<file path="src/rtl/bias_sram_ctrl.sv">
// Bias SRAM controller: sole master of the 24x10 bias SRAM.
// Writes a serial loader stream to addresses 0..23 (wrapping), and serves
// per-layer fetches as three sequential reads returned as one bundle.
// Ports:
//   clk, rst_n              clock, async active-low reset
//   load_valid/load_data    loader word in; load_ready accepts it
//   loaded                  all 24 words written at least once since reset
//   fetch_req/fetch_layer   engine fetch request; fetch_ready accepts it
//   bias_valid, bias0..2    one-cycle pulse with the fetched layer's biases
//   sram_*                  SRAM pins (csb/wsb active-low), sram_rdata in
module bias_sram_ctrl #(
  parameter int unsigned BW_PER_PARAM = 10,
  parameter int unsigned NUM_LAYERS   = 8
) (
  input  logic                    clk,
  input  logic                    rst_n,
  input  logic                    load_valid,
  input  logic [BW_PER_PARAM-1:0] load_data,
  output logic                    load_ready,
  output logic                    loaded,
  input  logic                    fetch_req,
  input  logic [2:0]              fetch_layer,
  output logic                    fetch_ready,
  output logic                    bias_valid,
  output logic [BW_PER_PARAM-1:0] bias0,
  output logic [BW_PER_PARAM-1:0] bias1,
  output logic [BW_PER_PARAM-1:0] bias2,
  output logic                    sram_csb,
  output logic                    sram_wsb,
  output logic [4:0]              sram_waddr,
  output logic [4:0]              sram_raddr,
  output logic [BW_PER_PARAM-1:0] sram_wdata,
  input  logic [BW_PER_PARAM-1:0] sram_rdata
);

  localparam int unsigned AW = 5;
  localparam logic [AW-1:0] LAST_ADDR = AW'(3 * NUM_LAYERS - 1);

  typedef enum logic [2:0] {IDLE, RD0, RD1, RD2, WAIT} state_t;

  state_t        state;
  state_t        next_state;
  logic [AW-1:0] wptr;
  logic [AW-1:0] base;
  logic          write_en;
  logic          fetch_en;

  // Next state, accept handshakes and SRAM pin drive.
  always_comb begin
    next_state  = state;
    load_ready  = 1'b0;
    fetch_ready = 1'b0;
    write_en    = 1'b0;
    fetch_en    = 1'b0;
    sram_csb    = 1'b1;
    sram_wsb    = 1'b1;
    sram_waddr  = '0;
    sram_raddr  = '0;
    sram_wdata  = '0;
    case (state)
      IDLE: begin
        load_ready  = 1'b1;
        // Loader wins over a simultaneous fetch.
        fetch_ready = loaded & ~load_valid;
        write_en    = load_valid;
        fetch_en    = fetch_req & fetch_ready;
        if (write_en) begin
          sram_csb   = 1'b0;
          sram_wsb   = 1'b0;
          sram_waddr = wptr;
          sram_wdata = load_data;
        end
        if (fetch_en) next_state = RD0;
      end
      RD0: begin
        sram_csb   = 1'b0;
        sram_raddr = base;
        next_state = RD1;
      end
      RD1: begin
        sram_csb   = 1'b0;
        sram_raddr = base + AW'(1);
        next_state = RD2;
      end
      RD2: begin
        sram_csb   = 1'b0;
        sram_raddr = base + AW'(2);
        next_state = WAIT;
      end
      WAIT: begin
        next_state = IDLE;
      end
      default: begin
        next_state = IDLE;
      end
    endcase
  end

  // State, write pointer, fetch base and result registers.
  always_ff @(posedge clk or negedge rst_n) begin
    if (!rst_n) begin
      state      <= IDLE;
      wptr       <= '0;
      loaded     <= 1'b0;
      base       <= '0;
      bias_valid <= 1'b0;
      bias0      <= '0;
      bias1      <= '0;
      bias2      <= '0;
    end else begin
      state      <= next_state;
      bias_valid <= (state == WAIT);
      if (write_en) begin
        wptr <= (wptr == LAST_ADDR) ? '0 : wptr + AW'(1);
        if (wptr == LAST_ADDR) loaded <= 1'b1;
      end
      if (fetch_en) base <= AW'({fetch_layer, 1'b0}) + AW'(fetch_layer);
      // Read data lags the issued address by one cycle.
      case (state)
        RD1:     bias0 <= sram_rdata;
        RD2:     bias1 <= sram_rdata;
        WAIT:    bias2 <= sram_rdata;
        default: ;
      endcase
    end
  end

endmodule
</file>
<file path="config.mk">
export PLATFORM = sky130hd
export DESIGN_NAME = bias_sram_ctrl
export DESIGN_NICKNAME = d
export VERILOG_FILES = /design/src/rtl/bias_sram_ctrl.sv
export SDC_FILE = /design/constraint.sdc
export NUM_CORES = 1
export LEC_CHECK = 0
export CAP_MARGIN = 10
export CORE_MARGIN = 5
export CORE_UTILIZATION = 48
export DETAILED_ROUTE_END_ITERATION = 8
export PLACE_DENSITY_LB_ADDON = 0.15
export SETUP_SLACK_MARGIN = 0.3
export SLEW_MARGIN = 20
export SYNTH_ARGS = -nofsm -noshare
export SYNTH_HDL_FRONTEND = slang
export SYNTH_SLANG_ARGS = --single-unit
</file>
<file path="constraint.sdc">
create_clock -name clk -period 5.3 [get_ports clk]
set_clock_uncertainty 0.2 [all_clocks]
set_input_delay 1.06 -clock clk [delete_from_list [all_inputs] [get_ports clk]]
set_output_delay 1.06 -clock clk [all_outputs]
set_load 0.005 [all_outputs]
</file>
==> flow_summary.json <==
{
  "r2r_start": "state[0]",
  "cp_max_fo": 21,
  "cp_cell_sequence": "clkdlybuf4s50_1 -> nor4b_4 -> inv_1 -> nor2_1 -> clkdlybuf4s50_1",
  "dr.pass1.iters": 4,
  "syn-num-nets": 203,
  "min-delay-start": "bias0[1]",
  "port_buffers": 82,
  "cts_tree": "built",
  "slowest_stage": "nor4b_4",
  "synth_cells": 170,
  "r2r_slack_ns": 3.00,
  "grt_pass1_wl_um": 7870,
  "cts_root_buffer": "clkbuf_8",
  "overflow": 0,
  "whs_ns": 0.296,
  "worst_slew_pin_slew_ns": 0.964,
  "use_met2": 0.274,
  "grt_usage": 0.162,
  "power_uw": 1730,
  "viasPerCell": 5.15,
  "rsz0062_at_grt": "no",
  "worstPathArrival_ns": 3.01,
  "start_util": 0.503,
  "leakage_uw": 0.00131,
  "cpMostUsedCell": "clkdlybuf4s50_1",
  "hold_path_class": "flip-flop to flip-flop",
  "grt_pass1_vias": 1605,
  "dieHeight_um": 78.2,
  "ir_worst_vdd_v": 0.000430,
  "syn_area_sq_um": 2230,
  "clk-insertion-delay-late_ns": 0.28,
  "setup_tns_ns": 0,
  "synth_area_leader_cell": "dfrtp_1",
  "area_delta_synth_final_pct": 39.1,
  "hold_buffers": 0,
  "cts_resized": 0,
  "clk_pin_slew_ns": 0.08,
  "antenna_found_initial": 0,
  "min_to": "bias0[1]",
  "worstSetupEndpointType": "primary output",
  "cts_setup_buffers": 0,
  "grt_max_degree": 46,
  "wirelength_um": 4630,
  "power_density_nw_per_um2": 555,
  "worstSetupPathType": "primary input to primary output",
  "hold_path_depth": 1,
  "grt.busiest_layer": "met2",
  "syn_avg_cell_area_sq_um": 13.1,
  "die_width_um": 78.2,
  "max_stage_delay_ns": 0.66,
  "slew_viol_final": 0,
  "ioPinCount": 83,
  "synth_seq_area_share": 0.504,
  "routedWlPerCell_um": 15.4,
  "row_count": 24,
  "clock-sinks": 45,
  "cts.path.max_buffers": 2,
  "synth_top_area_share": 0.504,
  "layout-drive-gt1-share": 0.189,
  "h-tree-depth": 2,
  "core_sq_um": 4440,
  "ys_top_cells_by_area": "dfrtp_1 (50%), mux2_2 (15%), and2_1 (3.9%)",
  "gr-usage-met3": 0.0721,
  "max_freq_mhz": 234,
  "dieArea_sq_um": 6120,
  "synth_cell_types": 40,
  "vias": 1551,
  "grtUsageMet1": 0.187,
  "final_cells": 301,
  "drv_cap": 0,
  "period_minus_slack_ns": 4.27,
  "drt_iter0_markers": 49,
  "cts_buffers": 5,
  "postRouteAntennaNets": 0,
  "required_ns": 4.04,
  "cp-start-kind": "primary input",
  "n_antenna_cell": 0,
  "r2r-end": "wptr[3]",
  "outcome": "complete, no violations",
  "dp_cells": 294,
  "place.gp.congestion": 0.767,
  "final_common_cell": "clkdlybuf4s50_1",
  "nets": 282,
  "drc_errors": 0,
  "setup_viol": 0,
  "slew-limit-headroom": 0.355,
  "ys_warn_count": 0,
  "fin_crit_sh": 0.806,
  "reg2regPathDepth": 3,
  "synth_seq_cells": 45,
  "final-hold-violation-count": 0,
  "final_cell_mix": "clkdlybuf4s50_1 (81), dfrtp_1 (45), mux2_2 (29)",
  "dp_hpwl_um": 3450
}
## layout make-up
cell class / count / area [sq um]
fill: 365 / 1340
sequential: 45 / 1130
multi-input combinational: 107 / 982
timing repair buffer: 82 / 818
clock buffer: 5 / 68.8
tap: 52 / 65.1
inverter: 8 / 30.0
clock inverter: 2 / 16.3
## kinds of logic (layout without fill, tap and decap cells)
kind of cell	Yosys count	after routing	share of synthesized area
AND/OR/NAND/NOR	43	43	0.136
XOR/XNOR	6	6	0.0235
flip-flops	45	45	0.504
AO/OA/AOI/OAI	11	11	0.0314
multiplexers	41	41	0.212
buffers and inverters	18	97	0.0560
adder cells (fa/ha/maj)	6	6	0.0370
## state kept, by name, indices dropped and copies added, names as in the netlist
name	cells
bias1	10
loaded	1
bias2	10
wptr	5
base	5
state	3
bias0	10
bias_valid	1
## power breakdown
| group | switching [uW] | internal, uW |
|---|---|---|
| Combinational | 272 | 577 |
| Clock | 112 | 90.9 |
| Sequential | 163 | 510 |
| Total | 548 | 1180 |
## critical path: cells and delay by family
kind,cells,cell delay [ns]
and+or+nand+nor,2,0.78
buffers and inverters,3,1.17
## metrics by stage
step           setup WS, ns  area (sq um)   util
4_1_cts                1.01          3100  0.698
6_report               1.03          3110  0.699
3_5_place_dp           1.02          3020  0.679
5_1_grt               0.855          3110  0.699
3_3_place_gp           1.05          3020  0.679
2_1_floorplan          2.36          2230      -
## per-layer routing
metal	wire length [um]	share of wire
met3	452	0.098
met1	1940	0.42
met2	2200	0.47
met5	0	0
met4	38	0.0082
## synthesized netlist by cell type
cell type and number:
o21ai_0 2, and4b_1 1, o21bai_1 1, nand2_1 1, and2b_1 1, nand3_1 3, buf_6 6, and3_1 1
nor3_4 1, a32oi_1 1, buf_4 3, mux2_2 29, fa_1 1, o21ai_1 1, mux2i_1 3, a21oi_1 2
or4bb_1 1, dfrtp_1 45, nor2b_1 2, nand4_1 2, nand3b_1 1, xnor2_1 3, mux2_1 5, nor3_1 2
nand2b_1 1, inv_1 8, nor4b_4 1, buf_2 1, a22oi_1 2, nor3b_2 2, and2_1 14, a211oi_1 1
and4_4 1, xor2_1 3, nand4b_1 1, ha_1 5, nor2_1 6, a31oi_1 1, mux2_4 4, or2_2 1
## how the worst max path moves through the flow
stage / from / endpoint / slack [ns] / cells after the start
after floorplan: load_valid / sram_waddr[1] / 2.36 / 4
after CTS: load_valid / sram_waddr[0] / 1.01 / 5
final: load_valid / sram_waddr[0] / 1.03 / 5
after detailed placement: load_valid / sram_waddr[0] / 1.02 / 5
after global routing: load_valid / sram_waddr[0] / 0.86 / 5
after global placement: load_valid / sram_waddr[0] / 1.05 / 5
No activity file was read; power rests on OpenSTA's default activity.
